File: config.mk
export PLATFORM = sky130hd
export DESIGN_NAME = pipe_ctrl
export DESIGN_NICKNAME = d
export VERILOG_FILES = /design/src/rtl/pipe_ctrl_pkg.sv /design/src/rtl/pipe_ctrl_trap_fsm.sv /design/src/rtl/pipe_ctrl.sv
export SDC_FILE = /design/constraint.sdc
export NUM_CORES = 1
export LEC_CHECK = 0
export CORE_AREA = 2 2 100 102
export DETAILED_ROUTE_END_ITERATION = 16
export DIE_AREA = 0 0 102 104
export HOLD_SLACK_MARGIN = 0.02
export PLACE_DENSITY = 0.74
export SETUP_SLACK_MARGIN = 0.4
export SLEW_MARGIN = 5
export SYNTH_ARGS = -nofsm -noshare
export SYNTH_HDL_FRONTEND = slang
export SYNTH_SLANG_ARGS = --single-unit
File: constraint.sdc
create_clock -name clk_in -period 3.6 [get_ports clk_in]
set_clock_uncertainty 0.1 [all_clocks]
set_input_delay 0.72 -clock clk_in [delete_from_list [all_inputs] [get_ports clk_in]]
set_output_delay 0.72 -clock clk_in [all_outputs]
set_load 0.03 [all_outputs]
File: src/rtl/pipe_ctrl_pkg.sv
// pipe_ctrl_pkg: shared definitions for the pipeline controller.
//   - STOP/NOSTOP stall-bit levels and the 6-bit stall vectors
//     (bit0 PC, bit1 IF, bit2 ID, bit3 EX, bit4 MEM, bit5 WB)
//   - mcause codes for external and timer machine interrupts
//   - mstatus bit indices (MIE, MPIE)
//   - trap/mret FSM state encoding
//   - helpers computing mstatus on trap entry and on mret
// Optional feature macro: PIPE_CTRL_TIMER_IRQ_EN (uses MCAUSE_TIMER).
package pipe_ctrl_pkg;

    localparam logic STOP   = 1'b1;
    localparam logic NOSTOP = 1'b0;

    // A requesting stage and everything upstream of it stop; the stages
    // below keep moving so the next register downstream takes a bubble.
    localparam logic [5:0] STALL_NONE = {NOSTOP, NOSTOP, NOSTOP, NOSTOP, NOSTOP, NOSTOP};
    localparam logic [5:0] STALL_ID   = {NOSTOP, NOSTOP, NOSTOP, STOP,   STOP,   STOP};
    localparam logic [5:0] STALL_EX   = {NOSTOP, NOSTOP, STOP,   STOP,   STOP,   STOP};
    localparam logic [5:0] STALL_MEM  = {NOSTOP, STOP,   STOP,   STOP,   STOP,   STOP};
    // Trap sequence: hold PC and IF, feed bubbles into ID, let EX/MEM/WB drain.
    localparam logic [5:0] STALL_TRAP = {NOSTOP, NOSTOP, NOSTOP, NOSTOP, STOP,   STOP};

    localparam logic [31:0] MCAUSE_EXT   = 32'h8000_000B;
    localparam logic [31:0] MCAUSE_TIMER = 32'h8000_0007;

    localparam int MSTATUS_MIE  = 3;
    localparam int MSTATUS_MPIE = 7;

    localparam logic [2:0] ST_IDLE         = 3'd0;
    localparam logic [2:0] ST_IRQ_MEPC     = 3'd1;
    localparam logic [2:0] ST_IRQ_MCAUSE   = 3'd2;
    localparam logic [2:0] ST_IRQ_MSTATUS  = 3'd3;
    localparam logic [2:0] ST_IRQ_JUMP     = 3'd4;
    localparam logic [2:0] ST_MRET_MSTATUS = 3'd5;

    typedef enum logic [2:0] {
        S_IDLE         = ST_IDLE,
        S_IRQ_MEPC     = ST_IRQ_MEPC,
        S_IRQ_MCAUSE   = ST_IRQ_MCAUSE,
        S_IRQ_MSTATUS  = ST_IRQ_MSTATUS,
        S_IRQ_JUMP     = ST_IRQ_JUMP,
        S_MRET_MSTATUS = ST_MRET_MSTATUS
    } state_e;

    // Trap entry: MPIE <= MIE, MIE <= 0.
    function automatic logic [31:0] trap_mstatus(input logic [31:0] m);
        logic [31:0] r;
        r = m;
        r[MSTATUS_MPIE] = m[MSTATUS_MIE];
        r[MSTATUS_MIE]  = 1'b0;
        return r;
    endfunction

    // mret: MIE <= MPIE, MPIE <= 1.
    function automatic logic [31:0] mret_mstatus(input logic [31:0] m);
        logic [31:0] r;
        r = m;
        r[MSTATUS_MIE]  = m[MSTATUS_MPIE];
        r[MSTATUS_MPIE] = 1'b1;
        return r;
    endfunction

endpackage

File: src/rtl/pipe_ctrl_trap_fsm.sv
// pipe_ctrl_trap_fsm: interrupt entry / mret exit sequencer.
// Holds the FSM state, the saved epc/cause and the CSR write mux, and
// decides in IDLE whether a jump, an mret or an interrupt is taken.
// Ports:
//   i_clk, i_rst            clock, synchronous active-high reset
//   i_irq_pend, i_irq_cause pending interrupt and the cause it would get
//   i_stall_any, i_mem_stall any stall request / MEM bus-wait request
//   i_jump_req, i_mret      redirect requests from EX
//   i_id_valid, i_id_pc     ID holds a real instruction, and its PC
//   i_mstatus               current mstatus
//   o_state                 FSM state (also used by the top for muxing)
//   o_irq_take, o_jump_take, o_mret_take  same-cycle decisions
//   o_csr_we/waddr/wdata    CSR write port
module pipe_ctrl_trap_fsm
    import pipe_ctrl_pkg::*;
#(
    parameter logic [11:0] CSR_MSTATUS = 12'h300,
    parameter logic [11:0] CSR_MEPC    = 12'h341,
    parameter logic [11:0] CSR_MCAUSE  = 12'h342
) (
    input  logic        i_clk,
    input  logic        i_rst,
    input  logic        i_irq_pend,
    input  logic [31:0] i_irq_cause,
    input  logic        i_stall_any,
    input  logic        i_mem_stall,
    input  logic        i_jump_req,
    input  logic        i_mret,
    input  logic        i_id_valid,
    input  logic [31:0] i_id_pc,
    input  logic [31:0] i_mstatus,
    output state_e      o_state,
    output logic        o_irq_take,
    output logic        o_jump_take,
    output logic        o_mret_take,
    output logic        o_csr_we,
    output logic [11:0] o_csr_waddr,
    output logic [31:0] o_csr_wdata
);

    state_e      r_state;
    logic [31:0] r_epc;
    logic [31:0] r_cause;
    logic        w_idle_free;

    // Redirects and interrupt acceptance only happen in IDLE with no stall.
    // An interrupt yields to a jump/mret in EX and waits for a real
    // instruction in ID so that mepc points at something that will re-run.
    assign w_idle_free = (r_state == S_IDLE) && !i_stall_any;
    assign o_jump_take = w_idle_free && i_jump_req;
    assign o_mret_take = w_idle_free && i_mret && !i_jump_req;
    assign o_irq_take  = w_idle_free && i_irq_pend && i_mstatus[MSTATUS_MIE]
                         && i_id_valid && !i_jump_req && !i_mret;
    assign o_state     = r_state;

    // A MEM bus wait freezes every IRQ_* state; the CSR write it drives
    // simply repeats, which is harmless.
    always_ff @(posedge i_clk) begin
        if (i_rst) begin
            r_state <= S_IDLE;
            r_epc   <= 32'h0;
            r_cause <= 32'h0;
        end else begin
            case (r_state)
                S_IDLE: begin
                    if (o_irq_take) begin
                        r_epc   <= i_id_pc;
                        r_cause <= i_irq_cause;
                        r_state <= S_IRQ_MEPC;
                    end else if (o_mret_take) begin
                        r_state <= S_MRET_MSTATUS;
                    end
                end
                S_IRQ_MEPC:     if (!i_mem_stall) r_state <= S_IRQ_MCAUSE;
                S_IRQ_MCAUSE:   if (!i_mem_stall) r_state <= S_IRQ_MSTATUS;
                S_IRQ_MSTATUS:  if (!i_mem_stall) r_state <= S_IRQ_JUMP;
                S_IRQ_JUMP:     if (!i_mem_stall) r_state <= S_IDLE;
                S_MRET_MSTATUS: r_state <= S_IDLE;
                default:        r_state <= S_IDLE;
            endcase
        end
    end

    always_comb begin
        o_csr_we    = 1'b0;
        o_csr_waddr = 12'h0;
        o_csr_wdata = 32'h0;
        case (r_state)
            S_IRQ_MEPC: begin
                o_csr_we    = 1'b1;
                o_csr_waddr = CSR_MEPC;
                o_csr_wdata = r_epc;
            end
            S_IRQ_MCAUSE: begin
                o_csr_we    = 1'b1;
                o_csr_waddr = CSR_MCAUSE;
                o_csr_wdata = r_cause;
            end
            S_IRQ_MSTATUS: begin
                o_csr_we    = 1'b1;
                o_csr_waddr = CSR_MSTATUS;
                o_csr_wdata = trap_mstatus(i_mstatus);
            end
            S_MRET_MSTATUS: begin
                o_csr_we    = 1'b1;
                o_csr_waddr = CSR_MSTATUS;
                o_csr_wdata = mret_mstatus(i_mstatus);
            end
            default: ;
        endcase
    end

endmodule

File: src/rtl/pipe_ctrl.sv
// pipe_ctrl: central pipeline controller for the 5-stage core.
// Merges stall requests (MEM > EX > ID) into the 6-bit stall vector,
// produces jump / interrupt flush pulses and redirects the PC for jumps,
// mret and trap entry. The trap/mret sequencing lives in pipe_ctrl_trap_fsm.
// Optional feature macro: PIPE_CTRL_TIMER_IRQ_EN adds timer_irq_in and
// mtie_in; the external interrupt wins over the timer in the accept cycle.
// Ports:
//   clk_in, reset_in                 clock, synchronous active-high reset
//   stallreq_{id,ex,mem}_in          per-stage stall requests
//   jump_req_in, jump_target_in      taken branch/jump from EX
//   mret_in                          mret decoded in EX
//   irq_in                           level external interrupt
//   id_pc_in, id_valid_in            instruction currently in ID
//   mstatus_in, mtvec_in, mepc_in    CSR values
//   stall_out                        bit0 PC .. bit5 WB, 1 = stop
//   jump_flush_out, interrupt_flush_out  flush IF/ID and ID/EX
//   new_pc_out, new_pc_valid_out     PC redirect
//   csr_we_out, csr_waddr_out, csr_wdata_out  CSR write port
module pipe_ctrl
    import pipe_ctrl_pkg::*;
#(
    parameter logic [31:0] RESET_PC    = 32'h0,
    parameter logic [11:0] CSR_MSTATUS = 12'h300,
    parameter logic [11:0] CSR_MEPC    = 12'h341,
    parameter logic [11:0] CSR_MCAUSE  = 12'h342
) (
    input  logic        clk_in,
    input  logic        reset_in,
    input  logic        stallreq_id_in,
    input  logic        stallreq_ex_in,
    input  logic        stallreq_mem_in,
    input  logic        jump_req_in,
    input  logic [31:0] jump_target_in,
    input  logic        mret_in,
    input  logic        irq_in,
    input  logic [31:0] id_pc_in,
    input  logic        id_valid_in,
    input  logic [31:0] mstatus_in,
    input  logic [31:0] mtvec_in,
    input  logic [31:0] mepc_in,
`ifdef PIPE_CTRL_TIMER_IRQ_EN
    input  logic        timer_irq_in,
    input  logic        mtie_in,
`endif
    output logic [5:0]  stall_out,
    output logic        jump_flush_out,
    output logic        interrupt_flush_out,
    output logic [31:0] new_pc_out,
    output logic        new_pc_valid_out,
    output logic        csr_we_out,
    output logic [11:0] csr_waddr_out,
    output logic [31:0] csr_wdata_out
);

    logic [5:0]  w_stall_merged;
    logic        w_stall_any;
    logic        w_irq_pend;
    logic [31:0] w_irq_cause;
    state_e      w_state;
    logic        w_irq_take;
    logic        w_jump_take;
    logic        w_mret_take;
    logic        w_in_trap;

`ifdef PIPE_CTRL_TIMER_IRQ_EN
    assign w_irq_pend  = irq_in || (timer_irq_in && mtie_in);
    assign w_irq_cause = irq_in ? MCAUSE_EXT : MCAUSE_TIMER;
`else
    assign w_irq_pend  = irq_in;
    assign w_irq_cause = MCAUSE_EXT;
`endif

    always_comb begin
        if (stallreq_mem_in)     w_stall_merged = STALL_MEM;
        else if (stallreq_ex_in) w_stall_merged = STALL_EX;
        else if (stallreq_id_in) w_stall_merged = STALL_ID;
        else                     w_stall_merged = STALL_NONE;
    end

    assign w_stall_any = stallreq_id_in || stallreq_ex_in || stallreq_mem_in;

    pipe_ctrl_trap_fsm #(
        .CSR_MSTATUS (CSR_MSTATUS),
        .CSR_MEPC    (CSR_MEPC),
        .CSR_MCAUSE  (CSR_MCAUSE)
    ) u_trap_fsm (
        .i_clk       (clk_in),
        .i_rst       (reset_in),
        .i_irq_pend  (w_irq_pend),
        .i_irq_cause (w_irq_cause),
        .i_stall_any (w_stall_any),
        .i_mem_stall (stallreq_mem_in),
        .i_jump_req  (jump_req_in),
        .i_mret      (mret_in),
        .i_id_valid  (id_valid_in),
        .i_id_pc     (id_pc_in),
        .i_mstatus   (mstatus_in),
        .o_state     (w_state),
        .o_irq_take  (w_irq_take),
        .o_jump_take (w_jump_take),
        .o_mret_take (w_mret_take),
        .o_csr_we    (csr_we_out),
        .o_csr_waddr (csr_waddr_out),
        .o_csr_wdata (csr_wdata_out)
    );

    assign w_in_trap = (w_state == S_IRQ_MEPC) || (w_state == S_IRQ_MCAUSE)
                       || (w_state == S_IRQ_MSTATUS) || (w_state == S_IRQ_JUMP);

    // Inside the trap sequence only a MEM wait matters (it freezes the FSM);
    // IRQ_JUMP releases the hold so the PC can load the vector.
    always_comb begin
        if (w_in_trap) begin
            if (stallreq_mem_in)           stall_out = STALL_MEM;
            else if (w_state == S_IRQ_JUMP) stall_out = STALL_NONE;
            else                           stall_out = STALL_TRAP;
        end else begin
            stall_out = w_stall_merged;
        end
    end

    always_comb begin
        new_pc_valid_out = 1'b0;
        new_pc_out       = RESET_PC;
        if (w_jump_take) begin
            new_pc_valid_out = 1'b1;
            new_pc_out       = jump_target_in;
        end else if (w_mret_take) begin
            new_pc_valid_out = 1'b1;
            new_pc_out       = mepc_in;
        end else if ((w_state == S_IRQ_JUMP) && !stallreq_mem_in) begin
            new_pc_valid_out = 1'b1;
            new_pc_out       = mtvec_in & ~32'h3;  // direct mode, base only
        end
    end

    assign jump_flush_out      = w_jump_take || w_mret_take;
    assign interrupt_flush_out = w_irq_take;

endmodule

; ---- Yosys cells after proc, flatten, opt, wreduce, memory -nomap -nowiden
; Cells that the tools add are included.
[word_totals]
ff_bits = 36
inputBits = 169
output_inout_bits = 86
[classes]
eq_ne = 10
muxes = 22
reduce_logical = 25
[op_table]
columns = op, count
row1 = $pmux W32 S4, 1
row2 = $mux W32, 3
row3 = $pmux W10 S3, 1
row4 = $mux W3, 7
row5 = $pmux W3 S5, 1
row6 = $mux W6, 2
row7 = $logic_and A1 B1 Y1, 10
row8 = $ne A2 B2 Y1 const B, 4
row9 = $eq A3 B2 Y1 const B, 2
row10 = $eq A3 B3 Y1 const B, 2
row11 = $logic_or A1 B1 Y1, 6
row12 = $mux W5, 1
row13 = $reduce_and A5 Y1, 1
row14 = $logic_not A1 Y1, 4
row15 = $mux W1, 4
row16 = $mux W4, 1
row17 = $reduce_or A4 Y1, 1
row18 = $eq A3 B1 Y1 const B, 1
row19 = $logic_not A3 Y1, 1
row20 = $ne A3 B3 Y1 const B, 1
row21 = $mux W2, 1
row22 = $reduce_and A2 Y1, 1
row23 = $reduce_or A2 Y1, 1

; ---- Depth between registers and ports, before layout
[logic_depth]
depth_word = 11
depth_mapped = 7

; ---- By module
; From an unflattened synthesis, not the netlist that was laid out.
[unflattened]
hier_cells = 559
area_unflattened_um2 = 4899.7
[modules_own_cells]
columns = mod, n_inst, cells_per_inst, area_each_um2
row1 = pipe_ctrl_trap_fsm, 1, 469, 4221.5
row2 = pipe_ctrl, 1, 90, 678.2

; ---- Least setup slack after synthesis
; No wires, ideal clock.
[synth_path]
kind = input to output
from = input stallreq_ex_in
to = output new_pc_valid_out
t_arrival_ps = 2303
slack_ps = 477
stages = 3
n_path_buf = 0
cell_sequence = or4_4 -> nor3_1 -> or2_2
[synth_via]
elab_chain_len = 8
elab_cells_between_ends = 9
classes_between = mux: 2 / reduce/logical: 7
[synth_lines]
columns = element, line
row1 = "start, declared", pipe_ctrl.sv:30  ; input logic stallreq_ex_in,
row2 = $logic_or A1 B1 Y1 (*) (2 in a row), pipe_ctrl.sv:80  ; assign w_stall_any = stallreq_id_in || stallreq_ex_in || stallreq_mem_in;
row3 = $logic_not A1 Y1 (*), pipe_ctrl_trap_fsm.sv:49  ; assign w_idle_free = (r_state == S_IDLE) && !i_stall_any;
row4 = $logic_and A1 B1 Y1 (*), pipe_ctrl_trap_fsm.sv:49
row5 = $logic_and A1 B1 Y1 (2 in a row), pipe_ctrl_trap_fsm.sv:51  ; assign o_mret_take = w_idle_free && i_mret && !i_jump_req;
row6 = $mux W1, pipe_ctrl.sv:128  ; end else if (w_mret_take) begin
row7 = $mux W1 (*), pipe_ctrl.sv:125  ; if (w_jump_take) begin
row8 = "end, declared", pipe_ctrl.sv:49  ; output logic new_pc_valid_out,
; Every way passes the cells marked *; elsewhere a longest branch is shown, timed or not.

; ---- Worst setup path in the final report
[layout_path]
from = input mstatus_in[3]
to = output csr_wdata_out[7]
[layout_via]
elab_chain_len = 1
[layout_lines]
columns = element, line
row1 = "start, declared", pipe_ctrl.sv:38  ; input logic [31:0] mstatus_in,
row2 = $pmux W32 S4, pipe_ctrl_trap_fsm.sv:88  ; case (r_state)
row3 = "end, declared", pipe_ctrl.sv:52  ; output logic [31:0] csr_wdata_out
; Every way passes these cells.

==> flow_metrics.py <==
metrics = {
    "die": {
        "pin_count": 255,
        "coreArea_um2": 9550,
        "dieArea_um2": 10600,
        "rows": 36,
        "die_x_um": 102,
        "die_h_um": 104,
        "initial_utilization_pct": 26.1,
    },
    "logic_synthesis": {
        "ys_warn_count": 0,
        "synthAdderAreaFrac_pct": 0,
        "synth_top_family_by_area": "compound AO/OA/AOI/OAI gates",
        "synth_area_um2": 2490,
        "synth_compound_area_share_pct": 27.3,
        "synth.area.top_cells": "dfxtp_1 (29%), mux2i_1 (13%), a222oi_1 (12%)",
        "netlist_instances": 300,
        "ys_types": 38,
        "postSynthAreaPerCell_um2": 8.31,
        "synth_mux_area_share_pct": 14.2,
        "yosys.area.top_type": "dfxtp_1",
        "ys_ff_latch": 36,
        "synth.top_cell.area_share_pct": 28.9,
        "seq_area_frac_synth_pct": 28.9,
        "synth-xor-area-share_pct": 1.05,
        "synth-simple-area-share_pct": 13.4,
    },
    "global_route": {
        "grt.overflow.total": 0,
        "grt_max_degree": 37,
        "grt_usage_pct": 19.6,
        "grt_pass1_vias": 3228,
        "antenna_found_initial": 0,
        "grt_pass1_wl_mm": 16.4,
    },
    "routing": {
        "wl_met1_mm": 3.89,
        "ant_nets": 0,
        "drt-initial-drc-count": 182,
        "routed_wl_mm": 11.2,
        "dr.pass1.iters": 7,
        "wl_per_cell_um": 16.8,
        "avgViaCountPerCell": 4.88,
        "route.met3.wl_mm": 1.25,
        "dr_total_vias": 3272,
        "route.met2.wl_mm": 5.90,
        "maxUsedRoutingLayer": "met4",
        "drcViolationCount": 0,
    },
    "clocking": {
        "clk_latency_ns": 0.28,
        "clockBufferDepth": 2,
        "cts_htree_levels": 2,
        "cts_tree": "yes",
        "clock-root-buffer": "clkbuf_8",
        "clock_sinks": 36,
        "hold_buffers": 0,
        "numCtsBuffers": 5,
        "clk_pin_slew_ns": 0.07,
    },
    "worst_setup_path": {
        "cp_num_buf_inv": 3,
        "crit_path_start_kind": "primary input",
        "cp_max_fo": 3,
        "crit_chain": "clkdlybuf4s50_1 > inv_1 > o22ai_1 > and2_1 > clkdlybuf4s50_1",
        "cp-end-kind": "output port",
        "crit_top_cell": "clkdlybuf4s50_1",
        "slowest_stage": "clkdlybuf4s50_1",
        "crit_type": "primary input to output port",
        "critPathTopFamily": "buffers and inverters",
        "critPathRequiredTime_ns": 2.78,
        "slowest_delay_ns": 0.68,
        "cp.arrival_ns": 2.30,
    },
    "place": {
        "dp_hpwl_mm": 8.99,
        "placed_area_um2": 5060,
        "portBuffers": 244,
        "place_congestion": 0.871,
    },
    "layout": {
        "seq_area_um2": 723,
        "stdcell_area_um2": 5180,
        "area_delta_synth_final_pct": 108,
        "diodes": 0,
        "fill_cells": 901,
        "finalNetCount": 705,
        "drive_above_1_share_pct": 15.8,
        "mostFrequentLayoutCell": "clkdlybuf4s50_1",
        "final_cell_mix": "clkdlybuf4s50_1 (194), buf_4 (47), nor2_1 (39), inv_1 (34), dfxtp_1 (34)",
        "multiInputGateArea_um2": 1440,
    },
    "timing": {
        "setup_viol": 0,
        "hold_viol_final": 0,
        "tightest_slew_ns": 0.565,
        "relSlewSlack_pct": 62.3,
        "finalCritPeriodShare_pct": 86.6,
        "timing.fmax_mhz": 321,
        "tns_ns": 0,
        "rsz0062_at_grt": "no",
        "slew_viol_final": 0,
        "fin_crit_ns": 3.12,
    },
    "hold_path": {
        "hp-class": "flop to flop",
    },
    "job": {
        "cap_violations": 0,
    },
    "power": {
        "total_power_mw": 1.14,
        "power_leakage_nw": 2.49,
        "peakVddDrop_uv": 170,
        "cellPowerDensity_nw_per_um2": 219,
    },
    "outcome": {
        "status": "finished clean",
    },
}
## sequential cells by signal, summed over array words and instances, names as in the netlist
signal,flops
u_trap_fsm.o_state,3
u_trap_fsm.r_cause,1
u_trap_fsm.r_epc,32
## synthesized netlist by cell type
library cell and n:
a21o_1 2, and2_1 1, o21ai_0 7, nor4b_1 1, inv_1 35, xor2_1 1, nand3_1 1, a211oi_1 1
or4_4 1, nand4_1 1, a22o_1 29, buf_2 13, a21boi_2 1, xnor2_1 2, nand2_1 8, mux2i_1 32
a222oi_1 30, buf_6 4, mux2_2 3, conb_1 1, clkbuf_1 10, or3_1 1, nand3b_1 1, and3_1 3
nor2_1 40, buf_4 12, a31oi_1 2, nor4_4 1, nor2b_1 1, buf_1 1, o22ai_1 2, nand2b_1 2
nor4_1 1, a21oi_1 5, nor3_1 5, a221oi_1 1, or2_2 2, dfxtp_1 36
## routing by layer
metal / global-route usage [%] / vias to the layer above
met3: 5.38 / 12
met2: 37.9 / 172
met4: 5.24 / 0
met1: 20.2 / 1532
met5: 0 / -
li1: - / 1556
## cell families after synthesis
logic type / count (synthesis)
AO/OA/AOI/OAI: 80
other: 1
AND/OR/NAND/NOR: 70
XOR/XNOR: 3
flip-flops: 36
multiplexers: 35
buffers and inverters: 75
## worst reg2reg max path, stage by stage, from the launching register on
cell,delay (ns)
dfxtp_2,0.38
buf_4,0.18
nor4_1,0.32
nand4_1,0.20
buf_4,0.35
mux2i_1,0.24
nor2_1,0.05
## worst paths after layout
path,start,endpoint,slack [ns],cells after the start
setup reg to reg,u_trap_fsm.o_state[1],u_trap_fsm.r_epc[10],1.66,6
hold reg to reg,u_trap_fsm.r_cause[0],u_trap_fsm.r_cause[0],0.38,2
setup / recovery,mstatus_in[3],csr_wdata_out[7],0.48,5
hold / removal,u_trap_fsm.r_cause[0],u_trap_fsm.r_cause[0],0.38,2
## cell type report
class                      count  area share, %
timing repair buffer         262           50.7
multi-input combinational    196           27.7
sequential                    36           13.9
tap                          133           3.21
inverter                      35           2.53
clock buffer                   6           1.59
clock inverter                 2          0.265
## repair_timing
action | in CTS | in global routing
endpoints found under the setup margin | 34 | 23
pin swaps | 0 | 1
resized for setup | 7 | 6
setup buffers | 1 | 0
endpoints found under the hold margin | 0 | 0
gates cloned | 0 | 0
## through the flow
stage / util (%) / hold slack [ns] / cells / worst slack (ns)
after floorplan: - / 0.333 / 307 / 0.477
after global placement: 53.0 / 0.347 / 661 / 0.212
after detailed placement: 53.0 / 0.367 / 661 / 0.215
after CTS: 54.2 / 0.379 / 670 / 0.404
after global routing: 54.3 / 0.414 / 670 / 0.408
final: 54.3 / 0.381 / 670 / 0.482
## power by group
part	internal, mW	switching, mW	leakage [nW]
sequential	0.401	0.00412	0.291
combinational	0.247	0.177	2.15
clock	0.157	0.152	0.0516
total	0.805	0.333	2.49
Note: power is estimated with default switching activity, not from simulation.
